File: config.mk
export PLATFORM = sky130hd
export DESIGN_NAME = trace_uart_tx
export DESIGN_NICKNAME = d
export VERILOG_FILES = /design/src/rtl/trace_pkg.sv /design/src/rtl/uart_tx_byte.sv /design/src/rtl/trace_uart_tx.sv
export SDC_FILE = /design/constraint.sdc
export NUM_CORES = 1
export LEC_CHECK = 0
export CAP_MARGIN = 20
export CORE_ASPECT_RATIO = 0.5
export CORE_MARGIN = 2
export CORE_UTILIZATION = 55
export DETAILED_ROUTE_END_ITERATION = 10
export GPL_TIMING_DRIVEN = 1
export PLACE_DENSITY_LB_ADDON = 0.05
export SYNTH_ARGS = -nofsm -noshare
export SYNTH_HDL_FRONTEND = slang
export SYNTH_SLANG_ARGS = --single-unit
File: constraint.sdc
create_clock -name clk -period 3.3 [get_ports clk]
set_input_delay 0.66 -clock clk [delete_from_list [all_inputs] [get_ports clk]]
set_output_delay 0.66 -clock clk [all_outputs]
set_load 0.05 [all_outputs]
File: src/rtl/trace_pkg.sv
// Shared constants, types and frame-byte helpers for the trace UART transmitter.
package trace_pkg;

  localparam logic [7:0]  SYNC_BYTE     = 8'hA5;
  localparam int unsigned FRAME_BYTES   = 15;
  localparam int unsigned BITS_PER_BYTE = 10;

  typedef enum logic [0:0] {StIdle, StSend} trace_state_e;

  typedef struct packed {
    logic [31:0] pc;
    logic [31:0] alu_result;
    logic [31:0] write_data;
    logic [5:0]  op;
  } snapshot_t;

  function automatic logic [7:0] fold_word(logic [31:0] w);
    return w[31:24] ^ w[23:16] ^ w[15:8] ^ w[7:0];
  endfunction

  // Byte idx of the frame built from a latched snapshot; byte 14 is the XOR of bytes 1..13.
  function automatic logic [7:0] frame_byte(snapshot_t s, logic [3:0] idx);
    logic [7:0] b;
    b = 8'h00;
    case (idx)
      4'd0:  b = SYNC_BYTE;
      4'd1:  b = s.pc[31:24];
      4'd2:  b = s.pc[23:16];
      4'd3:  b = s.pc[15:8];
      4'd4:  b = s.pc[7:0];
      4'd5:  b = s.alu_result[31:24];
      4'd6:  b = s.alu_result[23:16];
      4'd7:  b = s.alu_result[15:8];
      4'd8:  b = s.alu_result[7:0];
      4'd9:  b = s.write_data[31:24];
      4'd10: b = s.write_data[23:16];
      4'd11: b = s.write_data[15:8];
      4'd12: b = s.write_data[7:0];
      4'd13: b = {2'b00, s.op};
      4'd14: b = fold_word(s.pc) ^ fold_word(s.alu_result) ^ fold_word(s.write_data) ^
                 {2'b00, s.op};
      default: b = 8'h00;
    endcase
    return b;
  endfunction

endpackage

File: src/rtl/uart_tx_byte.sv
// 8N1 byte serializer; ready pulses in the last cycle of the stop bit so the next
// byte can be loaded on that same edge with no idle gap.
module uart_tx_byte
  import trace_pkg::*;
#(
  parameter int unsigned CLKS_PER_BIT = 868
) (
  input  logic       clk,
  input  logic       Rst,
  input  logic       start,
  input  logic [7:0] data,
  output logic       tx,
  output logic       ready
);

  localparam int unsigned CntW = $clog2(CLKS_PER_BIT);

  logic            active_q, active_d;
  logic [CntW-1:0] baud_q, baud_d;
  logic [3:0]      bit_q, bit_d;
  logic [9:0]      shift_q, shift_d;
  logic            tx_q, tx_d;
  logic            baud_end, last_bit;

  assign baud_end = (baud_q == CntW'(CLKS_PER_BIT - 1));
  assign last_bit = (bit_q == 4'(BITS_PER_BYTE - 1));
  assign ready    = active_q & baud_end & last_bit;
  assign tx       = tx_q;

  always_comb begin
    active_d = active_q;
    baud_d   = baud_q;
    bit_d    = bit_q;
    shift_d  = shift_q;
    tx_d     = tx_q;
    if (active_q) begin
      if (baud_end) begin
        baud_d = '0;
        if (last_bit) begin
          active_d = 1'b0;
          tx_d     = 1'b1;
        end else begin
          bit_d   = bit_q + 4'd1;
          shift_d = {1'b1, shift_q[9:1]};
          tx_d    = shift_q[1];
        end
      end else begin
        baud_d = baud_q + CntW'(1);
      end
    end
    // Load overrides the stop-bit completion so back-to-back bytes have no gap.
    if (start && (!active_q || ready)) begin
      active_d = 1'b1;
      baud_d   = '0;
      bit_d    = 4'd0;
      shift_d  = {1'b1, data, 1'b0};
      tx_d     = 1'b0;
    end
  end

  always_ff @(posedge clk) begin
    if (Rst) begin
      active_q <= 1'b0;
      baud_q   <= '0;
      bit_q    <= 4'd0;
      shift_q  <= '1;
      tx_q     <= 1'b1;
    end else begin
      active_q <= active_d;
      baud_q   <= baud_d;
      bit_q    <= bit_d;
      shift_q  <= shift_d;
      tx_q     <= tx_d;
    end
  end

endmodule

File: src/rtl/trace_uart_tx.sv
// Captures one CPU retire snapshot and streams it as a 15-byte 8N1 frame;
// snapshots arriving mid-frame are dropped and counted.
module trace_uart_tx
  import trace_pkg::*;
#(
  parameter int unsigned CLKS_PER_BIT = 868
) (
  input  logic        clk,
  input  logic        Rst,
  input  logic        trace_valid,
  input  logic [31:0] pc,
  input  logic [31:0] alu_result,
  input  logic [31:0] write_data,
  input  logic [5:0]  op,
  output logic        tx,
  output logic        busy,
  output logic        frame_done,
  output logic [7:0]  overrun_cnt
);

  trace_state_e state_q, state_d;
  logic [3:0]   idx_q, idx_d;
  snapshot_t    snap_q, snap_d;
  logic         done_q, done_d;
  logic [7:0]   ovr_q, ovr_d;
  logic         ser_start, ser_ready;
  logic [7:0]   ser_data;

  uart_tx_byte #(
    .CLKS_PER_BIT(CLKS_PER_BIT)
  ) u_ser (
    .clk  (clk),
    .Rst  (Rst),
    .start(ser_start),
    .data (ser_data),
    .tx   (tx),
    .ready(ser_ready)
  );

  always_comb begin
    state_d   = state_q;
    idx_d     = idx_q;
    snap_d    = snap_q;
    done_d    = 1'b0;
    ovr_d     = ovr_q;
    ser_start = 1'b0;
    ser_data  = SYNC_BYTE;
    unique case (state_q)
      StIdle: begin
        if (trace_valid) begin
          snap_d    = '{pc: pc, alu_result: alu_result, write_data: write_data, op: op};
          state_d   = StSend;
          idx_d     = 4'd0;
          ser_start = 1'b1;
          ser_data  = SYNC_BYTE;
        end
      end
      StSend: begin
        if (trace_valid && (ovr_q != 8'hFF)) begin
          ovr_d = ovr_q + 8'd1;
        end
        if (ser_ready) begin
          if (idx_q == 4'(FRAME_BYTES - 1)) begin
            state_d = StIdle;
            idx_d   = 4'd0;
            done_d  = 1'b1;
          end else begin
            idx_d     = idx_q + 4'd1;
            ser_start = 1'b1;
            ser_data  = frame_byte(snap_q, idx_q + 4'd1);
          end
        end
      end
      default: state_d = StIdle;
    endcase
  end

  always_ff @(posedge clk) begin
    if (Rst) begin
      state_q <= StIdle;
      idx_q   <= 4'd0;
      snap_q  <= '0;
      done_q  <= 1'b0;
      ovr_q   <= 8'd0;
    end else begin
      state_q <= state_d;
      idx_q   <= idx_d;
      snap_q  <= snap_d;
      done_q  <= done_d;
      ovr_q   <= ovr_d;
    end
  end

  assign busy        = (state_q == StSend);
  assign frame_done  = done_q;
  assign overrun_cnt = ovr_q;

endmodule

Word level (Yosys, flattened, before mapping)
Index checks and enable logic that the tools add are counted.
Cells by class
  add/sub/neg operators: 4
  eq/ne operators: 21
  multiplexer cells: 28
  bitwise logic cells: 17
  reduce and logical (&&, ||, !) cells: 15
Operators with widths (number)
  case mux 8 bit (15 select lines): 1
  XOR 8 bit: 11
  equality test 4 bit, second input constant: 9
  2-to-1 mux 9 bit: 4
  equality test 4 x 3 -> 1 bit, second input constant: 4
  2-to-1 mux 8 bit: 2
  case mux 8 bit (2 select lines): 1
  2-to-1 mux 1 bit: 13
  2-to-1 mux 4 bit: 3
  adder 10 x 1 -> 10 bit, second input constant: 1
  equality test 10 bit, second input constant: 1
  2-to-1 mux 10 bit: 1
  adder 4 x 1 -> 4 bit, second input constant: 2
  adder 8 x 1 -> 8 bit, second input constant: 1
  equality test 4 x 2 -> 1 bit, second input constant: 2
  inequality test 8 bit, second input constant: 1
  case mux 4 bit (2 select lines): 1
  AND reduction 2 bit: 4
  XOR 8 x 6 -> 8 bit: 1
  AND reduction 3 bit: 2
  equality test 4 x 1 -> 1 bit, second input constant: 1
  logical NOT 4 bit: 1
  inequality test 2 bit, second input constant: 2
  case mux 1 bit (2 select lines): 2
  other kinds (9): 14
Word-level totals
  bits in registers: 141
  input port bits: 105
  output and inout bits: 11
  logic and storage cells: 98

Logic depth before layout (Yosys ltp)
Gate-level depths: netlist of the first run.
  depth in word-level cells: 11
  gate-level depth with buffers: 11
  depth with buffers taken out: 9

Modules after synthesis
From an unflattened synthesis of the first run, not the netlist that was laid out.
Second synthesis, totals
  cell total of the unflattened synthesis: 926
  area, all modules: 7428.4 um^2
Modules (own cells, without submodules)
  trace_uart_tx: instances 1, cells each 803, area each 6268.5 um^2, seq. area each 2322.2 um^2
  uart_tx_byte: instances 1, cells each 123, area each 1159.9 um^2, seq. area each 480.5 um^2

Worst setup path before layout of the first run
No wires, ideal clock.
  path kind: register -> register
  from: register idx_q[1]
  to: register u_ser.shift_q[5]
  setup time: 123 ps
  arrival time: 2297 ps
  data required time: 3177 ps
  slack: 880 ps
  stages on the path, launching flop included: 12
  buffers on the path: 2
  period minus slack after synthesis: 2420 ps
  path through: dfxtp_1 -> buf_2 -> inv_1 -> ha_1 -> clkbuf_1 -> a222oi_1 -> nor2_1 -> a31oi_1 -> nor2_1 -> a311o_1 -> o41ai_1 -> nand2_1
On the way
  longest elaborated chain between the ends: 7
  elaborated cells between the ends (all ways): 30
  those cells by class: add/sub (1); eq/ne (16); mux (8); reduce/logical (5)
RTL lines
  start: declaration: RTL line trace_uart_tx.sv:22  | logic [3:0] idx_q, idx_d;
  start signal: assignment: RTL line trace_uart_tx.sv:87  | idx_q <= idx_d;
  adder 4 x 1 -> 4 bit / equality test 4 bit (equally long branches): RTL line trace_uart_tx.sv:70, trace_uart_tx.sv:63
  equality test 4 bit (tied with other cells): RTL line trace_pkg.sv:25  | case (idx)
  case mux 8 bit (15 select lines) / 2-to-1 mux 1 bit (equally long branches): RTL line trace_pkg.sv:25, trace_uart_tx.sv:62
  2-to-1 mux 8 bit / case mux 1 bit (2 select lines) (equally long branches): RTL line trace_uart_tx.sv:63, trace_uart_tx.sv:48
  2-to-1 mux 8 bit / logical AND 1 bit (equally long branches): RTL line trace_uart_tx.sv:62, uart_tx_byte.sv:52
  case mux 8 bit (2 select lines) (tied with other cells): RTL line trace_uart_tx.sv:48  | unique case (state_q)
  2-to-1 mux 9 bit / AND reduction 3 bit (equally long branches)
  end signal: assignment: RTL line uart_tx_byte.sv:72  | shift_q <= shift_d;
  end: declaration: RTL line uart_tx_byte.sv:21  | logic [9:0] shift_q, shift_d;
Several ways; a longest one is shown, not always the timed one.
A chain may end at the register's enable or synchronous reset.

Worst setup path after layout of the first run
  from: register idx_q[0]
  to: register u_ser.shift_q[2]
The elaborated chain is that of the path after synthesis.

==> impl_metrics.toml, run 1 <==
[synthesis]
synthesis.area_sq_mm = 0.00755
synthFlopType = "sky130_fd_sc_hd__dfxtp_1"
synth-xor-area-share = 0.131
synth_warnings = 0
yosysSeqAreaShare = 0.371
post_synth_and_or_nand_nor_area_fraction = 0.219
synth_adder_area_share = 0.0166
syn-instance-count = 965
yosysTopAreaCellShare = 0.371
largest_family_of_logic_cells_by_synthesized_area = "simple AND/OR/NAND/NOR gates"
synth.distinct_cells = 67
synth-compound-area-share = 0.205
postSynthRegisterBits = 140
synth_mux_area_frac = 0.0181
yosysTopAreaCell = "sky130_fd_sc_hd__dfxtp_1"
synth_enable_flop_cells = 0
syn-mean-instance-area_sq_um = 7.83
synth-async-reset-ratio = 0
synthTopCellsByArea = "sky130_fd_sc_hd__dfxtp_1, sky130_fd_sc_hd__nand2_1, sky130_fd_sc_hd__xnor2_1, sky130_fd_sc_hd__a21oi_1, sky130_fd_sc_hd__xor2_1"
synth_nets = 1080

[global_routing]
globalRoute.totalOverflow = 0
grt_max_degree = 107
first_global_vias = 6874
global_route.usage.met1 = 0.496
top_usage_layer = "met2"
gr-usage-met2 = 0.506
grt.met3_usage = 0.105
first_pass_grt_wire_length_mm = 38.5
grtUsageTotal = 0.349
antenna_found_initial = 0

[place]
gp_congestion = 0.982
hpwl_mm = 19.2
post-place-cells = 1219
port-buffer-count = 115
placement.cell_area_sq_mm = 0.00889

[pwr]
vdd.ir_drop.worst_uv = 300
power_density_mw_per_mm2 = 484
fin_total_pwr_mw = 4.60
cellLeakagePower_nw = 3.45

[timing]
finalCritPeriodShare = 0.940
worstMarginPinSlew_ns = 1.02
slew_headroom = 0.322
setup_viol_count_final = 0
clock-skew-final_ns = 0.0120
period_minus_slack_ns = 3.10
final_max_slew_viol_count = 0
hold_viol_final = 0
rsz0062_at_grt = "false"
fin_tns_setup_ns = 0
max_freq_ghz = 0.322

[floorplan]
num_rows = 30
die_height_microns = 86.9
coreArea_sq_mm = 0.0135
top_level_ports = 116
die_area_sq_mm = 0.0147
start_util = 0.560
die_x_microns = 170

[detailed_routing]
routedWlPerCell_microns = 20.4
first_iter_violations = 788
detail_route.wirelength_mm = 25.5
num_vias = 7511
route.detailed.drc = 0
avgViaCountPerCell = 6.00
ant_nets = 0
drt-pass1-iter-count = 8

[layout]
final_cells = 1251
drive_gt1_frac = 0.0688
total_inserted_antenna_cells = 0
num-nets-final = 1177
most-common-layout-cells = "sky130_fd_sc_hd__nand2_1, sky130_fd_sc_hd__dfxtp_1, sky130_fd_sc_hd__a21oi_1, sky130_fd_sc_hd__clkdlybuf4s50_1, sky130_fd_sc_hd__xnor2_1"
most_frequent_standard_cell_in_the_layout_excluding_fill_and_tap_cells = "sky130_fd_sc_hd__nand2_1"
layout-area-overhead-vs-synth_pct = 25.9
postLayoutCellArea_sq_mm = 0.00951

[clock_tree]
clock-root-buffer = "sky130_fd_sc_hd__clkbuf_16"
clock-sinks = 140
cts_hold_buf = 0
clk_pin_slew_ns = 0.06
cts.path.max_buffers = 2
cts-buffers-inserted = 17
tritoncts = "done"
worst_skew_pair.late_latency_ns = 0.42
cts_htree_levels = 4

[setup_path]
cp_launch_type = "register"
critical_path_peak_fanout = 15
critical_path_arrival_ns = 3.40
timing.critical_path.required_ns = 3.60
setup.worst_path.class = "register to register"
timing.critical_path.to_type = "register"

[min_path]
hold_removal_path_class = "register to register"

[status]
outcome = "finished, final reports clean"

[flow_run]
max_cap_violations = 0
path summary, 6_finish.rpt:
kind / end / slack, ns / startpoint / depth (start not counted)
setup / recovery: u_ser.shift_q[2]$_SDFFE_PP1P_ / 0.20 / idx_q[0]$_SDFFE_PP0P_ / 9
hold / removal: u_ser.shift_q[3]$_SDFFE_PP1P_ / 0.48 / u_ser.shift_q[3]$_SDFFE_PP1P_ / 2
setup reg to reg: u_ser.shift_q[2]$_SDFFE_PP1P_ / 0.20 / idx_q[0]$_SDFFE_PP0P_ / 9
hold reg to reg: u_ser.shift_q[3]$_SDFFE_PP1P_ / 0.48 / u_ser.shift_q[3]$_SDFFE_PP1P_ / 2
cells by family (layout without fill, tap and decap cells):
group | count (synthesis) | after routing
xor gates and xnor gates | 113 | 113
adders and majority gates | 10 | 10
buffers and inverters | 70 | 180
and+or+nand+nor | 381 | 381
muxes | 13 | 13
AOI/OAI and AO/OA | 238 | 238
DFF | 140 | 140
critical path, stage by stage (launching register included):
cell and delay (ns):
sky130_fd_sc_hd__dfxtp_1 0.64, sky130_fd_sc_hd__inv_1 0.19, sky130_fd_sc_hd__ha_1 0.47, sky130_fd_sc_hd__buf_4 0.31, sky130_fd_sc_hd__a22oi_1 0.28, sky130_fd_sc_hd__or3_1 0.16
sky130_fd_sc_hd__o2111ai_1 0.14, sky130_fd_sc_hd__a2111oi_2 0.32, sky130_fd_sc_hd__o2111ai_1 0.16, sky130_fd_sc_hd__a221o_1 0.31
stage by stage:
stage,util,hold slack [ns],setup WS [ns]
global placement,0.660,0.472,0.370
global route,0.706,0.509,0.0257
floorplan,-,0.433,0.880
finish,0.706,0.480,0.197
CTS,0.706,0.486,0.238
detailed placement,0.660,0.473,0.258
report_power, final:
group / switching (mW) / internal, mW
sequential: 0.130 / 1.77
combinational: 0.313 / 0.346
clock: 0.814 / 1.23
cell usage after synthesis, types with 3 or more instances:
| master | count |
|---|---|
| sky130_fd_sc_hd__o21ai_0 | 12 |
| sky130_fd_sc_hd__inv_1 | 10 |
| sky130_fd_sc_hd__nand2_1 | 245 |
| sky130_fd_sc_hd__a221o_1 | 4 |
| sky130_fd_sc_hd__nor3b_1 | 3 |
| sky130_fd_sc_hd__nor2_1 | 55 |
| sky130_fd_sc_hd__clkbuf_1 | 46 |
| sky130_fd_sc_hd__a211oi_1 | 4 |
| sky130_fd_sc_hd__o2111ai_1 | 6 |
| sky130_fd_sc_hd__and3_1 | 9 |
| sky130_fd_sc_hd__buf_1 | 4 |
| sky130_fd_sc_hd__nand4_1 | 14 |
| sky130_fd_sc_hd__a22oi_1 | 19 |
| sky130_fd_sc_hd__a21oi_1 | 122 |
| sky130_fd_sc_hd__a32oi_1 | 10 |
| sky130_fd_sc_hd__buf_4 | 3 |
| sky130_fd_sc_hd__mux2_2 | 5 |
| sky130_fd_sc_hd__a31oi_1 | 5 |
| sky130_fd_sc_hd__a221oi_1 | 3 |
| sky130_fd_sc_hd__ha_1 | 10 |
| sky130_fd_sc_hd__dfxtp_1 | 140 |
| sky130_fd_sc_hd__nand2b_1 | 4 |
| sky130_fd_sc_hd__o22ai_1 | 6 |
| sky130_fd_sc_hd__mux2i_1 | 8 |
| sky130_fd_sc_hd__a32o_1 | 5 |
| sky130_fd_sc_hd__nor2b_1 | 5 |
| sky130_fd_sc_hd__a22o_1 | 11 |
| sky130_fd_sc_hd__nor3_1 | 11 |
| sky130_fd_sc_hd__xor2_1 | 31 |
| sky130_fd_sc_hd__xnor2_1 | 82 |
| sky130_fd_sc_hd__a21o_1 | 3 |
| sky130_fd_sc_hd__buf_2 | 5 |
| sky130_fd_sc_hd__nand3_1 | 16 |
| sky130_fd_sc_hd__a222oi_1 | 5 |
sequential cells by signal, indices dropped and copies added (netlist names), 4 cells and up:
name           cells
snap_q           102
u_ser.baud_q      10
overrun_cnt        8
u_ser.shift_q      8
idx_q              4
u_ser.bit_q        4
metal layers:
| metal | up-vias | wire length (microns) |
|---|---|---|
| met4 | 0 | 704 |
| met3 | 48 | 2570 |
| li1 | 3539 | - |
| met1 | 3532 | 11800 |
| met2 | 392 | 10400 |
| met5 | - | 0 |
cell type report:
cell class / count / area, sq um
fill: 1056 / 3970
clock buffer: 19 / 443
inverter: 10 / 37.5
sequential: 140 / 2800
tap: 176 / 220
multi-input combinational: 755 / 4470
clock inverter: 13 / 176
timing repair buffer: 138 / 1360
what timing repair did:
action,in CTS,in global routing
endpoints found under the setup margin,0,1
gates resized for setup,0,1
buffers inserted,0,0
hold endpoints to repair,0,0
Power figures use the tool's default switching activity.
==> inputs of run 2 (changes only) <==
ABC_AREA = 1   (was not set)
PLACE_DENSITY = 0.91   (was not set)
PLACE_DENSITY_LB_ADDON = not set   (was 0.05)
SETUP_SLACK_MARGIN = 0.2   (was not set)
==> impl_metrics.toml, run 2 <==
[status]
outcome = "finished, final reports clean"

[global_routing]
first_pass_grt_wire_length_mm = 35.7
grt_max_degree = 128
antenna_found_initial = 0
globalRoute.totalOverflow = 0
grtUsageTotal = 0.290
first_global_vias = 7612

[clock_tree]
cts.repair_timing.setup_buffer_count = 0
clock-root-buffer = "sky130_fd_sc_hd__clkbuf_16"
resized_cells_post_cts = 0
clock-sinks = 140
clk_pin_slew_ns = 0.06
cts.path.max_buffers = 2
tritoncts = "done"
cts_hold_buf = 0
cts_htree_levels = 4
cts-buffers-inserted = 17
worst_skew_pair.late_latency_ns = 0.42

[setup_path]
setup.worst_path.class = "register to register"
timing.critical_path.required_ns = 3.67
critical_path_arrival_ns = 2.82
rr_startpoint = "idx_q[1]$_SDFFE_PP0P_"
cp_launch_type = "register"
timing.critical_path.to_type = "register"
setup.reg_to_reg.worst_slack_ns = 0.85
critical_path_peak_fanout = 13
regToRegEndpoint = "u_ser.shift_q[1]$_SDFFE_PP1P_"
timing.reg2reg.worst_path_depth = 8

[place]
gp_congestion = 0.942
hpwl_mm = 15.8
port-buffer-count = 115
post-place-cells = 1465
detailedPlace.worstSlack_ns = 0.848

[synthesis]
synthFlopType = "sky130_fd_sc_hd__dfxtp_1"
synth.most_common_cell = "sky130_fd_sc_hd__nand2_1"
yosysTopAreaCell = "sky130_fd_sc_hd__dfxtp_1"
ys_top_cells_by_count = "sky130_fd_sc_hd__nand2_1, sky130_fd_sc_hd__nor2_1, sky130_fd_sc_hd__dfxtp_1"
synth.distinct_cells = 36
yosysTopAreaCellShare = 0.355
syn-mean-instance-area_sq_um = 6.56
synth_enable_flop_cells = 0
synth_warnings = 0
synthTopCellsByArea = "sky130_fd_sc_hd__dfxtp_1, sky130_fd_sc_hd__nand2_1, sky130_fd_sc_hd__nor2_1, sky130_fd_sc_hd__o21ai_0, sky130_fd_sc_hd__xor2_1"
syn-instance-count = 1204
synth-async-reset-ratio = 0
yosysSeqAreaShare = 0.355
postSynthRegisterBits = 140
synthesis.area_sq_mm = 0.00790
synth_nets = 1319

[layout]
fillers = 1133
layout-area-overhead-vs-synth_pct = 23.2
reg_top3 = "snap_q: 102 flops, u_ser.baud_q: 10 flops"
final_cells = 1497
most_frequent_standard_cell_in_the_layout_excluding_fill_and_tap_cells = "sky130_fd_sc_hd__nand2_1"
largest_register = "snap_q"
total_inserted_antenna_cells = 0
multiInputGateArea_sq_mm = 0.00454
most-common-layout-cells = "sky130_fd_sc_hd__nand2_1, sky130_fd_sc_hd__nor2_1, sky130_fd_sc_hd__dfxtp_1, sky130_fd_sc_hd__clkdlybuf4s50_1, sky130_fd_sc_hd__o21ai_0"
largest_register_ffs = 102
num-nets-final = 1407
seqCellArea_sq_mm = 0.00280
drive_gt1_frac = 0.0452

[timing]
final_max_slew_viol_count = 0
finalCritPeriodShare = 0.743
setup_viol_count_final = 0
period_minus_slack_ns = 2.45
finalWorstSetupSlack_ns = 0.847
rsz0062_at_grt = "false"
worstMarginPinSlew_ns = 0.665
slew_headroom = 0.557
clock-skew-final_ns = 0.00914
fin_tns_setup_ns = 0
hold_viol_final = 0
max_freq_ghz = 0.408

[flow_run]
max_cap_violations = 0

[floorplan]
start_util = 0.573
coreArea_sq_mm = 0.0138
die_area_sq_mm = 0.0154
die_x_microns = 173
num_rows = 30
top_level_ports = 116
die_height_microns = 88.7

[pwr]
power.sequential.fraction = 0.415
proportion_of_power_drawn_by_combinational_gates = 0.160
clock_power_share = 0.424
cellLeakagePower_nw = 4.47
fin_total_pwr_mw = 4.71
power_switching_share = 0.284
power_density_mw_per_mm2 = 484
power.switching_mw = 1.34
vdd.ir_drop.worst_uv = 343
power_report.internal_total_mw = 3.37

[detailed_routing]
num_vias = 8143
routedWlPerCell_microns = 14.6
drt-pass1-iter-count = 6
detail_route.wirelength_mm = 21.9
ant_nets = 0
first_iter_violations = 703
route.detailed.drc = 0
avgViaCountPerCell = 5.44

[min_path]
worstHoldPathCells = 2
min_delay_worst_endpoint = "snap_q[94]$_SDFFE_PP0P_"
hold_removal_path_class = "register to register"
holdCritStartpoint = "snap_q[94]$_SDFFE_PP0P_"
-- run 2: changes by cell type after synthesis, sizes merged, moves of 9 or more --
cell    change
nand3      +46
a21oi      -85
inv        +77
a22oi      -18
a32oi      -10
nand2      +60
clkbuf     -11
nand4      +31
and3        -9
o21ai     +102
xor2       +16
a22o       -11
nor2      +176
xnor2      -41
-- run 2: cell type report --
| cell class | count | area share |
|---|---|---|
| inverter | 87 | 0.0337 |
| timing repair buffer | 121 | 0.124 |
| clock inverter | 13 | 0.0170 |
| clock buffer | 19 | 0.0455 |
| sequential | 140 | 0.288 |
| multi-input combinational | 925 | 0.467 |
| tap | 192 | 0.0247 |
-- run 2: cell families (layout without fill, tap and decap cells) --
logic type | after synthesis | after routing | synth area share
buffers and inverters | 139 | 240 | 0.0713
adder cells (fa/ha/maj) | 10 | 10 | 0.0158
flip-flops | 140 | 140 | 0.355
AND/OR/NAND/NOR | 665 | 665 | 0.353
XOR/XNOR | 88 | 88 | 0.100
AO/OA/AOI/OAI | 162 | 162 | 0.105
-- run 2: power groups by stage --
stage | Sequential, mW | Combinational (mW) | Clock (mW)
after floorplan | 1.95 | 0.505 | 0
after global placement | 1.98 | 0.713 | 0
after detailed placement | 1.99 | 0.740 | 0
after CTS | 1.95 | 0.750 | 2.00
after global routing | 1.97 | 0.855 | 2.08
final | 1.96 | 0.756 | 2.00
-- run 2: how the worst max path moves through the flow --
stage / startpoint / end / cells past startpoint
2_1_floorplan: overrun_cnt[0]$_SDFFE_PP0P_ / overrun_cnt[7]$_SDFFE_PP0P_ / 10
3_3_place_gp: trace_valid / idx_q[0]$_SDFFE_PP0P_ / 7
3_5_place_dp: trace_valid / idx_q[0]$_SDFFE_PP0P_ / 7
4_1_cts: busy$_SDFF_PP0_ / busy / 1
5_1_grt: idx_q[2]$_SDFFE_PP0P_ / u_ser.shift_q[3]$_SDFFE_PP1P_ / 10
6_report: idx_q[1]$_SDFFE_PP0P_ / u_ser.shift_q[1]$_SDFFE_PP1P_ / 8
-- run 2: through the flow --
step                      utilization  area (sq um)  hold slack (ns)
final                           0.706          9730            0.496
after global routing            0.706          9730            0.503
after CTS                       0.706          9730            0.493
after detailed placement        0.662          9120            0.483
after global placement          0.662          9120            0.468
after floorplan                     -          7900            0.452
-- run 2: worst max-delay path: stages, from the launching register on --
cell and delay (ns):
sky130_fd_sc_hd__dfxtp_1 0.41, sky130_fd_sc_hd__inv_1 0.13, sky130_fd_sc_hd__ha_1 0.57, sky130_fd_sc_hd__inv_1 0.18, sky130_fd_sc_hd__nor2_2 0.53, sky130_fd_sc_hd__nand3_1 0.18
sky130_fd_sc_hd__nand4_1 0.25, sky130_fd_sc_hd__nand2_1 0.08, sky130_fd_sc_hd__nand2_1 0.07
-- run 2: per-layer routing --
metal,routed length [microns],track usage
met5,0,0
met4,557,0.106
met3,1770,0.0662
met2,9930,0.495
met1,9610,0.366
==> inputs of run 3 (changes only) <==
clock period = 2.4 ns   (was 3.3 ns; I/O delays follow)
==> impl_metrics.toml, run 3 (synthesis results as in run 2) <==
[timing]
rsz0062_at_grt = "true"
finalCritPeriodShare = 0.891
slew_headroom = 0.662
period_minus_slack_ns = 2.14
worstMarginPinSlew_ns = 0.506
final_max_slew_viol_count = 0
hold_viol_final = 0
clock-skew-final_ns = 0.00678
max_freq_ghz = 0.468
finalWorstSetupSlack_ns = 0.261
setup_viol_count_final = 0
fin_tns_setup_ns = 0

[pwr]
power_report.internal_total_mw = 4.85
power_density_mw_per_mm2 = 672
proportion_of_power_drawn_by_combinational_gates = 0.156
power.sequential.fraction = 0.404
clock_power_share = 0.440
cellLeakagePower_nw = 4.60
power_switching_share = 0.275
power.switching_mw = 1.84
vdd.ir_drop.worst_uv = 457

[clock_tree]
cts.path.max_buffers = 2
clock-sinks = 140
cts-buffers-inserted = 17
worst_skew_pair.late_latency_ns = 0.42
clock-root-buffer = "sky130_fd_sc_hd__clkbuf_16"
cts_htree_levels = 4
cts_hold_buf = 0
tritoncts = "done"
clk_pin_slew_ns = 0.06

[setup_path]
rr_startpoint = "idx_q[0]$_SDFFE_PP0P_"
critical_path_peak_fanout = 5
timing.critical_path.required_ns = 1.92
setup.reg_to_reg.worst_slack_ns = 0.27
critical_path_arrival_ns = 1.66
timing.critical_path.to_type = "output port"
timing.reg2reg.worst_path_depth = 13
cp_launch_type = "register"
path_cells = "clkdlybuf4s50_1"
crit_buf_inv = 1
regToRegEndpoint = "u_ser.shift_q[8]$_SDFFE_PP1P_"
cp_slowest_cell = "sky130_fd_sc_hd__clkdlybuf4s50_1"
setup.worst_path.class = "register to output port"
critical_path_s_largest_stage_delay_ns = 0.83
critPathTopFamily = "buffers and inverters"

[layout]
num-nets-final = 1424
drive_gt1_frac = 0.0575
most_frequent_standard_cell_in_the_layout_excluding_fill_and_tap_cells = "sky130_fd_sc_hd__nand2_1"
most-common-layout-cells = "sky130_fd_sc_hd__nand2_1, sky130_fd_sc_hd__nor2_1, sky130_fd_sc_hd__dfxtp_1, sky130_fd_sc_hd__o21ai_0, sky130_fd_sc_hd__clkdlybuf4s50_1"
layout-area-overhead-vs-synth_pct = 26.2
total_inserted_antenna_cells = 0
reg_top3 = "snap_q: 102 flops, u_ser.baud_q: 10 flops"
postLayoutCellArea_sq_mm = 0.00996
largest_register_ffs = 102
largest_register = "snap_q"

[floorplan]
top_level_ports = 116
die_area_sq_mm = 0.0154
die_height_microns = 88.7
coreArea_sq_mm = 0.0138
num_rows = 30
start_util = 0.573
die_x_microns = 173

[global_routing]
grt_max_degree = 128
antenna_found_initial = 0
globalRoute.totalOverflow = 0
first_pass_grt_wire_length_mm = 36.5
first_global_vias = 7723
grtUsageTotal = 0.298

[min_path]
holdCritStartpoint = "snap_q[97]$_SDFFE_PP0P_"
min_delay_worst_endpoint = "snap_q[97]$_SDFFE_PP0P_"
worstHoldPathCells = 2
hold_removal_path_class = "register to register"

[detailed_routing]
detail_route.wirelength_mm = 22.6
avgViaCountPerCell = 5.51
routedWlPerCell_microns = 14.9
route.detailed.drc = 0
drt-pass1-iter-count = 6
first_iter_violations = 811
num_vias = 8336
ant_nets = 0

[place]
gp_congestion = 0.971
port-buffer-count = 115
placement.cell_area_sq_mm = 0.00930
hpwl_mm = 16.5
detailedPlace.worstSlack_ns = 0.339

[flow_run]
max_cap_violations = 0

[status]
outcome = "finished, final reports clean"
[run 3: cell types whose count changed in the layout (fill, tap and decap cells not counted), sizes merged]
cell           before  now
bufinv              3    5
clkinv              7    4
clkdlybuf4s50     115  113
dlymetal6s2s        0    1
buf                 6   23
dlygate4sd2         0    1
[run 3: power groups by stage]
| stage | clock [mW] | combinational [mW] | sequential, mW |
|---|---|---|---|
| floorplan | 0 | 0.695 | 2.68 |
| global placement | 0 | 0.992 | 2.74 |
| detailed placement | 0 | 1.03 | 2.74 |
| CTS | 2.94 | 1.04 | 2.69 |
| global route | 3.05 | 1.19 | 2.71 |
| finish | 2.94 | 1.05 | 2.70 |
[run 3: cell type report]
cell class | instances | area (sq um)
clock buffers | 19 | 443
well taps | 192 | 240
multi-input cells | 925 | 4550
clock inverters | 12 | 210
fillers | 1102 | 3810
inverters | 87 | 328
repair buffers | 138 | 1390
flip-flops and latches | 140 | 2800
[run 3: routing by layer]
metal,global-route usage,wire [microns]
met5,0,0
met3,0.0649,2140
met1,0.378,9740
met2,0.511,10200
met4,0.106,581
[run 3: worst max path at each step]
stage                                startpoint                       endpoint  slack [ns]  cells past startpoint
CTS                 overrun_cnt[2]$_SDFFE_PP0P_                 overrun_cnt[2]        0.25                      1
global route              idx_q[0]$_SDFFE_PP0P_  u_ser.shift_q[3]$_SDFFE_PP1P_        0.19                     11
finish              overrun_cnt[0]$_SDFFE_PP0P_                 overrun_cnt[0]        0.26                      1
global placement                    trace_valid    overrun_cnt[7]$_SDFFE_PP0P_        0.36                      9
floorplan           overrun_cnt[0]$_SDFFE_PP0P_    overrun_cnt[7]$_SDFFE_PP0P_        0.55                     10
detailed placement                  trace_valid    overrun_cnt[7]$_SDFFE_PP0P_        0.34                      9
[run 3: through the flow]
step | util | std cells | power (mW) | hold WS, ns
finish | 0.723 | 1513 | 6.69 | 0.505
global route | 0.723 | 1513 | 6.96 | 0.524
CTS | 0.722 | 1513 | 6.67 | 0.498
detailed placement | 0.675 | 1482 | 3.77 | 0.480
global placement | 0.675 | 1482 | 3.73 | 0.471
floorplan | - | 1204 | 3.37 | 0.452
[run 3: what timing repair did]
item                                    4_1_cts  5_1_grt
resized for setup                             1        4
setup buffers                                 0        0
endpoints found under the setup margin        1        8
